===== config.mk =====
export PLATFORM = sky130hd
export DESIGN_NAME = pattern_code_counter
export DESIGN_NICKNAME = d
export VERILOG_FILES = /design/src/rtl/pattern_code_counter.sv
export SDC_FILE = /design/constraint.sdc
export NUM_CORES = 1
export LEC_CHECK = 0
export BUFFER_PORTS_ARGS = -buffer_cell sky130_fd_sc_hd__buf_2
export CORE_MARGIN = 1
export CORE_UTILIZATION = 47
export CTS_CLUSTER_DIAMETER = 200
export DETAILED_ROUTE_END_ITERATION = 8
export GPL_ROUTABILITY_DRIVEN = 0
export PLACE_DENSITY = 0.77
export SLEW_MARGIN = 20
export SYNTH_ARGS = -nofsm -noshare
export SYNTH_HDL_FRONTEND = slang
export SYNTH_SLANG_ARGS = --single-unit

===== constraint.sdc =====
create_clock -name cp -period 2 [get_ports cp]
set_input_delay 0.1 -clock cp [delete_from_list [all_inputs] [get_ports cp]]
set_output_delay 0.1 -clock cp [all_outputs]
set_load 0.01 [all_outputs]

===== src/rtl/pattern_code_counter.sv =====
// pattern_code_counter: serial PAT_W-bit code detector with match counter.
// Samples x on every enabled rising cp. It pulses q for one cycle on each
// match of PATTERN, counts matches in cnt and raises a sticky ovf flag.
// Optional build macro PATTERN_CODE_COUNTER_SAT_EN makes cnt saturate at
// its maximum. When the macro is undefined, cnt wraps to zero instead.
module pattern_code_counter #(
  parameter int unsigned          PAT_W   = 4,
  parameter logic [PAT_W-1:0]     PATTERN = 4'b1011,
  parameter int unsigned          CNT_W   = 4,
  parameter bit                   OVERLAP = 1'b1
) (
  input  logic             cp,
  input  logic             reset,
  input  logic             en,
  input  logic             clr,
  input  logic             x,
  output logic             q,
  output logic [CNT_W-1:0] cnt,
  output logic             ovf
);

  localparam int unsigned FILL_W = $clog2(PAT_W + 1);
  localparam logic [FILL_W-1:0] FILL_FULL = FILL_W'(PAT_W);
  localparam logic [CNT_W-1:0]  CNT_MAX   = {CNT_W{1'b1}};

  logic [PAT_W-1:0]  hist;
  logic [FILL_W-1:0] fill;

  logic [PAT_W-1:0]  hist_n_c;
  logic [FILL_W-1:0] fill_n_c;
  logic              match_c;
  logic [CNT_W-1:0]  cnt_n_c;
  logic              ovf_set_c;

  // Next shift history, fill level and match decision for an enabled sample
  always_comb begin
    hist_n_c = (hist << 1) | PAT_W'(x);
    fill_n_c = (fill == FILL_FULL) ? fill : fill + FILL_W'(1);
    match_c  = (fill_n_c == FILL_FULL) && (hist_n_c == PATTERN);
  end

  // Counter value and overflow indication to apply on a match
  always_comb begin
    cnt_n_c   = cnt + CNT_W'(1);
    ovf_set_c = (cnt == CNT_MAX);
`ifdef PATTERN_CODE_COUNTER_SAT_EN
    if (cnt == CNT_MAX) begin
      cnt_n_c = CNT_MAX;
    end
`endif
  end

  // State update: reset, then clear, then enable gating, then shift step
  always_ff @(posedge cp or posedge reset) begin
    if (reset) begin
      hist <= '0;
      fill <= '0;
      q    <= 1'b0;
      cnt  <= '0;
      ovf  <= 1'b0;
    end else if (clr) begin
      hist <= '0;
      fill <= '0;
      q    <= 1'b0;
      cnt  <= '0;
      ovf  <= 1'b0;
    end else if (!en) begin
      q <= 1'b0;
    end else begin
      q <= match_c;
      if (match_c) begin
        cnt <= cnt_n_c;
        if (ovf_set_c) begin
          ovf <= 1'b1;
        end
      end
      if (match_c && (OVERLAP == 1'b0)) begin
        hist <= '0;
        fill <= '0;
      end else begin
        hist <= hist_n_c;
        fill <= fill_n_c;
      end
    end
  end

endmodule


## Word-level counts from Yosys, hierarchy flattened

Cells that the tools add are included.
Widths: inputs -> output; s select.

| cells by class | value |
|---|---|
| multiplexer cells | 14 |
| reduce and logical (&&, ||, !) cells | 6 |
| equal/unequal tests | 4 |
| bitwise gates (word level) | 1 |
| $add $sub $neg | 2 |

Operators with widths:

| operator | count |
|---|---|
| $mux 3 | 5 |
| $mux 4 | 3 |
| $eq 4x4->1 const B | 2 |
| $eq 3x3->1 const B | 2 |
| $mux 1 | 6 |
| $reduce_bool 2->1 | 3 |
| $add 4x1->4 const B | 1 |
| $or 4x1->4 | 1 |
| $add 3x1->3 const B | 1 |
| $reduce_and 3->1 | 1 |
| $reduce_and 2->1 | 1 |
| $logic_and 1x1->1 | 1 |

| storage, ports and cells | value |
|---|---|
| output and inout port bits | 6 |
| input bits | 5 |
| register bits after elaboration | 12 |
| word-level logic and storage cells | 32 |

## Depth between registers and ports, before layout

Gate-level depths: netlist of the first run.

| logic depth | value |
|---|---|
| depth in word-level cells | 7 |
| mapped depth | 6 |
| depth with buffers taken out | 6 |

## Least setup slack after synthesis of the first run

Ideal clock, no wire load.

| path | value |
|---|---|
| kind | reg-to-reg |
| start | register fill[0] |
| end | register cnt[2] |
| stages on the path, launching flop included | 7 |
| setup time | 128 ps |
| arrival time | 1771 ps |
| data required time | 1872 ps |
| period minus slack after synthesis | 1898 ps |
| buffers on the path | 0 |
| setup slack | 102 ps |
| cells stage by stage | dfrtp_1 > inv_1 > ha_1 > or3b_1 > a31o_1 > nor3b_2 > mux2_1 |

| on the way | value |
|---|---|
| longest elaborated chain between the ends | 6 |
| elaborated cells on any way between the ends | 7 |
| classes of those cells | add/sub: 1; eq/ne: 2; mux: 1; reduce/logical: 3 |

Ends and longest elaborated chain:

| what | RTL line | RTL |
|---|---|---|
| start: declaration | 27 | `logic [FILL_W-1:0] fill;` |
| start signal: assignment | 82 | `fill <= fill_n_c;` |
| $add 3x1->3 or $eq 3x3->1 (tied branches) | 38 | `fill_n_c = (fill == FILL_FULL) ? fill : fill + FILL_W'(1);` |
| $mux 3 * | 38 |  |
| $eq 3x3->1 * | 39 | `match_c = (fill_n_c == FILL_FULL) && (hist_n_c == PATTERN);` |
| $logic_and 1x1->1 * | 39 |  |
| $reduce_bool 2->1 (no line) * | n/a |  |
| $reduce_and 2->1 (no line) * | n/a |  |
| end signal: assignment | 72 | `cnt <= cnt_n_c;` |
| end: declaration | 18 | `output logic [CNT_W-1:0] cnt,` |

Mark *: on every way between the ends. The rest lies on a longest branch, timed or not.
A chain may end at the register's enable or synchronous reset.

## Worst setup path in the final report of the first run

Ends and elaborated chain as after synthesis.

==> results.md, run 1 <==
* Reg2reg path depth at 6
* Yosys cell types at 26
* RR Startpoint: fill[0]
* Hold Startpoint: x
* Tcrit/Tclk final at 0.971
* Vias in the first global route at roughly 470
* Die Wd at ~40 µm
* Fill count at 90
* RR Endpoint: cnt[2]
* Area Overhead vs Synth at 26.2%
* Gate power share at 0.134
* Global-route wire length before repair at about 2000 µm
* Max Fclk at about 0.5 GHz
* Worst-path fanout max at 5
* Yosys warning total at 0
* Syn_area_per_cell at around 10 µm²
* Crit path to: cnt[2]
* CP Data Required Time at 2160 ps
* Routed len/inst at between 10 and 15 µm
* Clk Latency, worst-skew pair at between 200 and 300 ps
* Clk pwr share at 0.370
* Synth Cell Area at between 600 and 700 µm²
* Outcome: finished clean
* Crit. End Element: flop
* Number of diodes at 0
* Clock sinks at 12
* Largest net degree at the start of global routing at 17
* Total track usage at 0.207
* Worst setup SP type: flop
* Post-synth ARST share at 1.00
* Most common cell after layout, fill and taps aside: dfrtp_1
* Cell count after synthesis at 62
* WHS at about 90 ps
* Commonest cells after routing, fill and taps aside: dfrtp_1, buf_2, nor2_1, nor2b_1, mux2i_1
* Max VDD drop at between 0.4 and 0.5 mV
* Worst-path clk slew at 70 ps
* H-tree level count at 1
* I/O Buffers at 10
* Root Driver: clkbuf_4
* Design Power at 0.000516 W
* Via count at approximately 500
* Tightest Hold Check Type: in -> reg
* 1st-iter DRT viols at 8
* Max Root-Sink Buffers at 2
* Core area at approximately 1200 µm²
* Dominant synthesized flop cell: dfrtp_1
* Grt ovf at 0
* Switching Power at between 0.0001 and 0.00015 W
* I/O Pins at 11
* TritonCTS clock tree: done
* Initial Util at 0.540
* PwrDens at 638 nW/µm²
* Register area share after synthesis at 0.469
* Final slew viol count at 0
* Initial antenna violation count at 0
* Vias/cell at approximately 5.3
* Max_cap viols at 0
* Synth Register Bits at 12
* P_int at 0.000394 W
* Row cnt at 12
* Final Util at 0.681
* CP Launch Point: fill[0]
* WS Path Type: reg -> reg
* Finish-stage setup viols at 0
* Min Tclk post-route at 1940 ps
* Final Net Count at 87
* Arrival @ worst endpoint at between 2000 and 2500 ps
* Post-Syn Nets at 70
* Reg2reg setup slack at 60 ps
* Layout Skew at about 5.8 ps
* Slew margin rel. at 0.693
* DP Area at ~710 µm²
* Final Cell Area at approximately 810 µm²
* Post-synth EDFFs at 0
* Seq pwr share at 0.496
* Switching part of the total power at 0.236
* Final hold viol count at 0
* Die Y at between 30 and 40 µm
* Full die area at 1510 µm²
* HPWL after detailed placement at about 840 µm
* DRC errors left at 0
* Slew @ Worst Pin at 460 ps
* P_leak at 0.403 nW
* Total wire length at 1280 µm
* Total CTS buffers at 3
* ANT nets after route at 0
* DR pass1 iterations at 3
* Layout cells sized above 1 at 0.359
==> how the worst min path moves through the flow <==
stage | end | slack, ps | cells past startpoint
2_1_floorplan | cnt[0] | -40 | 1
3_3_place_gp | hist[2] | 120 | 2
3_5_place_dp | hist[1] | 120 | 2
4_1_cts | hist[0] | 90 | 3
5_1_grt | hist[0] | 130 | 3
6_report | hist[0] | 90 | 3
==> flip-flops by register name, summed over array words and instances, names as in the netlist <==
register	cells
q	1
cnt	4
ovf	1
fill	3
hist	3
==> cell type report <==
type / instances / area (µm²) / area share
clock buffers: 4 / 36.3 / 0.0449
inverters: 3 / 11.3 / 0.0139
multi-input cells: 45 / 360 / 0.446
flip-flops and latches: 12 / 300 / 0.372
well taps: 14 / 17.5 / 0.0217
repair buffers: 14 / 82.6 / 0.102
==> routing by layer <==
metal	global-route usage	wire, µm
met5	0	0
met1	0.239	543
met2	0.338	687
met4	0.0776	9
met3	0.0867	36
==> power groups by stage <==
stage | logic [W] | clock network [W] | registers (W)
final | 0.0000693 | 0.000191 | 0.000256
after global routing | 0.0000773 | 0.000206 | 0.000257
after CTS | 0.0000599 | 0.000194 | 0.000255
after detailed placement | 0.0000548 | 0 | 0.000260
after global placement | 0.0000528 | 0 | 0.000259
after floorplan | 0.0000387 | 0 | 0.000258
==> worst max-delay path, cell delays in order (launching register included) <==
cell and delay, ps:
dfrtp_1 410, inv_2 80, ha_4 160, or3b_1 390, a31o_4 270, nor3b_2 200
mux2_4 320
==> synthesized netlist by cell type (2+ instances only) <==
library cell	count	area, µm²
nand3_1	2	10.0
nor2b_1	5	31.3
nand2b_1	2	12.5
ha_1	3	37.5
nand2_1	2	7.51
mux2_2	2	22.5
dfrtp_1	12	300
nor2_1	10	37.5
inv_1	3	11.3
mux2i_1	4	40.0
a21oi_1	2	10.0
==> cells by family after synthesis <==
logic type,Yosys count,synth area share
DFF,12,0.469
muxes,7,0.115
xor gates and xnor gates,1,0.0137
buffers and inverters,5,0.0312
AOI/OAI and AO/OA,6,0.0605
and+or+nand+nor,28,0.252
adders and majority gates,3,0.0586
==> repair_timing <==
item                       CTS  global route
pin swaps                    1             4
hold buffers                 1             0
setup endpoints to repair    2             3
hold endpoints to repair    12             0
gates resized for setup      1             8
buffers inserted             1             1
==> metrics by stage <==
stage	setup TNS (ps)	setup WS, ps	instances
finish	0	58.7	92
global route	-6.98	-6.98	92
CTS	0	13.9	91
detailed placement	0	6.71	85
global placement	0	30.6	85
floorplan	0	102	62
No activity file was read; power rests on OpenSTA's default activity.
==> run 2: changes to the inputs <==
--- a/config.mk
+++ b/config.mk
@@ -11,7 +11,8 @@
 export CTS_CLUSTER_DIAMETER = 200
 export DETAILED_ROUTE_END_ITERATION = 8
 export GPL_ROUTABILITY_DRIVEN = 0
-export PLACE_DENSITY = 0.77
+export PLACE_DENSITY = 0.81
+export SKIP_LAST_GASP = 1
 export SLEW_MARGIN = 20
 export SYNTH_ARGS = -nofsm -noshare
 export SYNTH_HDL_FRONTEND = slang
==> results.md, run 2 (synthesis gave the netlist of run 1 again) <==
* Max Fclk at 0.519 GHz (+0.72%)
* WS Path Type: reg -> reg
* Non-Filler Instances at 90 (-2.2%)
* Most common cell after layout, fill and taps aside: dfrtp_1
* Slew @ Worst Pin at 469 ps (+8.58 ps)
* Die Y at 38.9 µm (unchanged)
* 1st-iter DRT viols at 5 (-3)
* Multi-input gate area at 349 µm² (-3.1%)
* Max_cap viols at 0 (unchanged)
* Vias in the first global route at 421 (-11%)
* Layout cells sized above 1 at 0.342 (-0.0169)
* Commonest cells after routing, fill and taps aside: dfrtp_1, buf_2, nor2_1, nor2b_1, mux2i_1
* PwrDens at 602 nW/µm² (-5.6%)
* HPWL after detailed placement at 814 µm (-3.4%)
* Full die area at 1510 µm² (unchanged)
* Final Util at 0.654 (-0.0274)
* Largest net degree at the start of global routing at 17 (unchanged)
* Outcome: finished clean
* Area Overhead vs Synth at 21.1%
* Max Root-Sink Buffers at 2 (unchanged)
* Tcrit/Tclk final at 0.964 (-0.00697)
* Worst setup SP type: flop
* DR pass1 iterations at 4 (+1)
* Clk Latency, worst-skew pair at 270 ps (about the same)
* RSZ-0062 raised after global routing: no
* Area occupied by registers at 300 µm² (unchanged)
* Crit-path cells: inv_2, ha_4, or3b_1, a31o_2, nor3_2, mux2_2
* Row cnt at 12 (unchanged)
* Finish-stage setup viols at 0 (unchanged)
* Core area at 1190 µm² (unchanged)
* Delay-heaviest family, CP: simple AND/OR/NAND/NOR gates
* Total track usage at 0.180 (-0.0270)
* Design Power at 0.000467 W (-9.4%)
* Largest Register: cnt
* Layout Skew at 0.346 ps (-5.45 ps)
* Fill count at 97 (+7.8%)
* Via count at 475 (-2.3%)
* Die Wd at 38.9 µm (unchanged)
* H-tree level count at 1 (unchanged)
* Final hold viol count at 0 (unchanged)
* Crit. End Element: flop
* Initial Util at 0.540 (unchanged)
* Number of diodes at 0 (unchanged)
* Total wire length at 1170 µm (-8.1%)
* I/O Pins at 11 (unchanged)
* Crit path buf inv count at 1 (unchanged)
* DRC errors left at 0 (unchanged)
* Final slew viol count at 0 (unchanged)
* Max VDD drop at 0.513 mV (+18%)
* CP max stage delay at 400 ps (about the same)
* TritonCTS clock tree: done
* Tightest Hold Check Type: in -> reg
* Worst-path clk slew at 70 ps (about the same)
* Arrival @ worst endpoint at 2080 ps (-20 ps)
* Clock sinks at 12 (unchanged)
* Routed len/inst at 13.0 µm (-6.0%)
* CP Data Required Time at 2150 ps (about the same)
* Largest registers: cnt (4), fill (3), hist (3)
* P_leak at 0.389 nW (-3.5%)
* Min Tclk post-route at 1930 ps (-13.9 ps)
* Global-route wire length before repair at 1760 µm (-13%)
* Total CTS buffers at 3 (unchanged)
* Number of flip-flops in the largest register at 4 (unchanged)
* I/O Buffers at 10 (unchanged)
* Slew margin rel. at 0.687 (-0.00572)
* Dpl cells at 85 (unchanged)
* ANT nets after route at 0 (unchanged)
* Root Driver: clkbuf_4
* Worst-path fanout max at 5 (unchanged)
* Slowest CP cell: dfrtp_1
* Final Net Count at 86 (-1.1%)
* Grt ovf at 0 (unchanged)
* Vias/cell at 5.28 (about the same)
* Initial antenna violation count at 0 (unchanged)
* Setup TNS at 0 ps (unchanged)
==> run 2: path summary, 6_finish.rpt <==
check	from	endpoint	slack [ps]	depth (start not counted)
min in group asynchronous	reset	fill[2]	380	3
worst max register to register	fill[0]	cnt[3]	70	6
max in group asynchronous	reset	cnt[3]	1300	3
worst max-delay path	fill[0]	cnt[3]	70	6
worst min register to register	hist[2]	hist[2]	560	2
worst min-delay path	x	hist[0]	90	3
==> run 2: metal layers <==
| layer | track usage | part of all wire | vias to the layer above |
|---|---|---|---|
| li1 | - | - | 242 |
| met3 | 0.0520 | 0.030 | 4 |
| met5 | 0 | 0 | - |
| met4 | 0.0776 | 0.026 | 0 |
| met1 | 0.234 | 0.49 | 222 |
| met2 | 0.275 | 0.45 | 7 |
==> run 2: stage by stage <==
step | hold slack (ps) | worst slack, ps | instance area, µm²
floorplan | -35.3 | 102 | 641
global placement | 122 | 57.3 | 707
detailed placement | 127 | 15.9 | 707
CTS | 93.6 | 6.07 | 739
global route | 130 | 1.22 | 776
finish | 89.1 | 72.6 | 776
==> run 2: cell type report <==
class                           count  area share
Clock buffer                        3      0.0290
Inverter                            3      0.0145
Multi-Input combinational cell     45       0.450
Sequential cell                    12       0.387
Tap cell                           14      0.0226
Timing Repair Buffer               13      0.0968
==> run 2: where the power goes <==
| part | total, W | internal (W) | switching (W) |
|---|---|---|---|
| clock | 0.000145 | 0.0000696 | 0.0000757 |
| sequential | 0.000256 | 0.000249 | 0.00000687 |
| combinational | 0.0000660 | 0.0000331 | 0.0000329 |
| total | 0.000467 | 0.000352 | 0.000115 |
==> run 2: timing repair <==
action | 4_1_cts | 5_1_grt
endpoints found under the hold margin | 12 | 0
endpoints found under the setup margin | 0 | 3
hold buffers | 1 | 0
gates resized for setup | 0 | 7
setup buffers | 0 | 1
==> run 2: worst register-to-register path, stage by stage, from the launching register on <==
cell     delay (ps)
dfrtp_1         400
inv_2            80
ha_4            150
or3b_1          360
a31o_2          280
nor3_2          180
mux2_2          360
==> run 3: changes to the inputs <==
--- a/config.mk
+++ b/config.mk
@@ -12,6 +12,7 @@
 export DETAILED_ROUTE_END_ITERATION = 8
 export GPL_ROUTABILITY_DRIVEN = 0
 export PLACE_DENSITY = 0.81
+export RECOVER_POWER = 100
 export SKIP_LAST_GASP = 1
 export SLEW_MARGIN = 20
 export SYNTH_ARGS = -nofsm -noshare
==> results.md, run 3 (synthesis gave the netlist of run 1 again) <==
* Outcome: finished clean
* Final Cell Area at 762 µm² (-1.8%)
* Clock sinks at 12 (unchanged)
* P_leak at 0.359 nW (-7.7%)
* H-tree level count at 1 (unchanged)
* Met1 Resource Use GR at 0.234 (unchanged)
* DP Area at 707 µm² (unchanged)
* Final hold viol count at 0 (unchanged)
* Delay-heaviest family, CP: simple AND/OR/NAND/NOR gates
* GR Util met3 at 0.0520 (unchanged)
* I/O Pins at 11 (unchanged)
* Area Overhead vs Synth at 18.9%
* Slew margin rel. at 0.687 (about the same)
* Row cnt at 12 (unchanged)
* Tightest Hold Check Type: in -> reg
* Min Tclk post-route at 1930 ps (+0.472 ps)
* Initial Util at 0.540 (unchanged)
* WS Path Type: reg -> reg
* Layout cells sized above 1 at 0.237 (-0.105)
* Slowest CP cell: dfrtp_1
* ANT nets after route at 0 (unchanged)
* Die Wd at 38.9 µm (unchanged)
* Vias/cell at 5.32 (+0.84%)
* 1st-iter DRT viols at 5 (unchanged)
* Root Driver: clkbuf_4
* GR Util met2 at 0.275 (unchanged)
* Dpl cells at 85 (unchanged)
* Core area at 1190 µm² (unchanged)
* Final Net Count at 86 (unchanged)
* PwrDens at 606 nW/µm² (+0.60%)
* Crit-path cells: inv_2, ha_4, or3b_1, a31o_2, nor2_1, mux2_2
* Full die area at 1510 µm² (unchanged)
* Reg2reg setup slack at 70 ps (about the same)
* CP Data Required Time at 2150 ps (about the same)
* Max Root-Sink Buffers at 2 (unchanged)
* Max_cap viols at 0 (unchanged)
* Layout Skew at 1.02 ps (+0.678 ps)
* Non-Filler Instances at 90 (unchanged)
* Max Fclk at 0.519 GHz (about the same)
* Tcrit/Tclk final at 0.964 (about the same)
* Number of flip-flops in the largest register at 4 (unchanged)
* Worst setup SP type: flop
* Largest registers: cnt (4), fill (3), hist (3)
* CP max stage delay at 400 ps (about the same)
* Largest net degree at the start of global routing at 17 (unchanged)
* Finish-stage setup viols at 0 (unchanged)
* DR pass1 iterations at 4 (unchanged)
* Crit. End Element: flop
* Commonest cells after routing, fill and taps aside: dfrtp_1, nor2_1, clkbuf_1, nor2b_1
* RSZ-0062 raised after global routing: no
* Clk Latency, worst-skew pair at 260 ps (about the same)
* Die Y at 38.9 µm (unchanged)
* Total CTS buffers at 3 (unchanged)
* Initial antenna violation count at 0 (unchanged)
* Grt ovf at 0 (unchanged)
* Arrival @ worst endpoint at 2080 ps (about the same)
* Worst-path fanout max at 5 (unchanged)
* I/O Buffers at 10 (unchanged)
* Number of diodes at 0 (unchanged)
* Final slew viol count at 0 (unchanged)
* Largest Register: cnt
* Total track usage at 0.180 (unchanged)
* Crit path buf inv count at 1 (unchanged)
* Via count at 479 (+0.84%)
* Slew @ Worst Pin at 469 ps (+0.714 ps)
* DRC errors left at 0 (unchanged)
* Setup TNS at 0 ps (unchanged)
* HPWL after detailed placement at 814 µm (unchanged)
* Busiest grt layer: met2
* Max VDD drop at 0.510 mV (-0.59%)
* Worst-path clk slew at 70 ps (about the same)
* Routed len/inst at 13.1 µm (+0.68%)
* Vias in the first global route at 421 (unchanged)
* Total wire length at 1180 µm (+0.68%)
* Global-route wire length before repair at 1760 µm (unchanged)
* TritonCTS clock tree: done
* Most common cell after layout, fill and taps aside: dfrtp_1
* Final Util at 0.642 (-0.0116)
run 3: timing repair:
item / in CTS / in global routing
setup buffers: 0 / 1
endpoints found under the setup margin: 0 / 3
hold buffers: 1 / 0
resized for setup: 0 / 7
hold endpoints to repair: 12 / 0
run 3: per-layer routing:
layer | routed length (µm) | vias to the layer above
met4 | 30 | 0
met1 | 569 | 225
met5 | 0 | -
met3 | 37 | 4
li1 | - | 243
met2 | 542 | 7
run 3: final timing paths:
check / startpoint / endpoint / depth (start not counted)
max: fill[0] / cnt[0] / 6
min in group asynchronous: reset / fill[2] / 3
min reg2reg: hist[2] / hist[2] / 2
max reg2reg: fill[0] / cnt[0] / 6
max in group asynchronous: reset / cnt[3] / 3
min: x / hist[0] / 3
run 3: area by class of cell:
type | count | area, µm²
fillers | 97 | 424
well taps | 14 | 17.5
repair buffers | 13 | 63.8
inverters | 3 | 11.3
flip-flops and latches | 12 | 300
multi-input cells | 45 | 347
clock buffers | 3 | 22.5
run 3: worst register-to-register path: cells and delay by family, from the launching register on:
family	cells	cell delay [ps]
adders and majority gates	1	150
DFF	1	400
buffers and inverters	1	80
muxes	1	370
AOI/OAI and AO/OA	1	280
and+or+nand+nor	2	540
run 3: metrics by stage:
step                hold slack, ps  setup WS, ps  total power (W)
CTS                           93.6          6.07         0.000456
global route                   130          12.5         0.000489
floorplan                    -35.3           102         0.000297
global placement               122          57.3         0.000312
finish                        90.8          72.2         0.000462
detailed placement             127          15.9         0.000313
run 3: report_power, final:
| group | internal [W] | switching [W] |
|---|---|---|
| clock | 0.0000696 | 0.0000730 |
| combinational | 0.0000305 | 0.0000328 |
| sequential | 0.000249 | 0.00000686 |
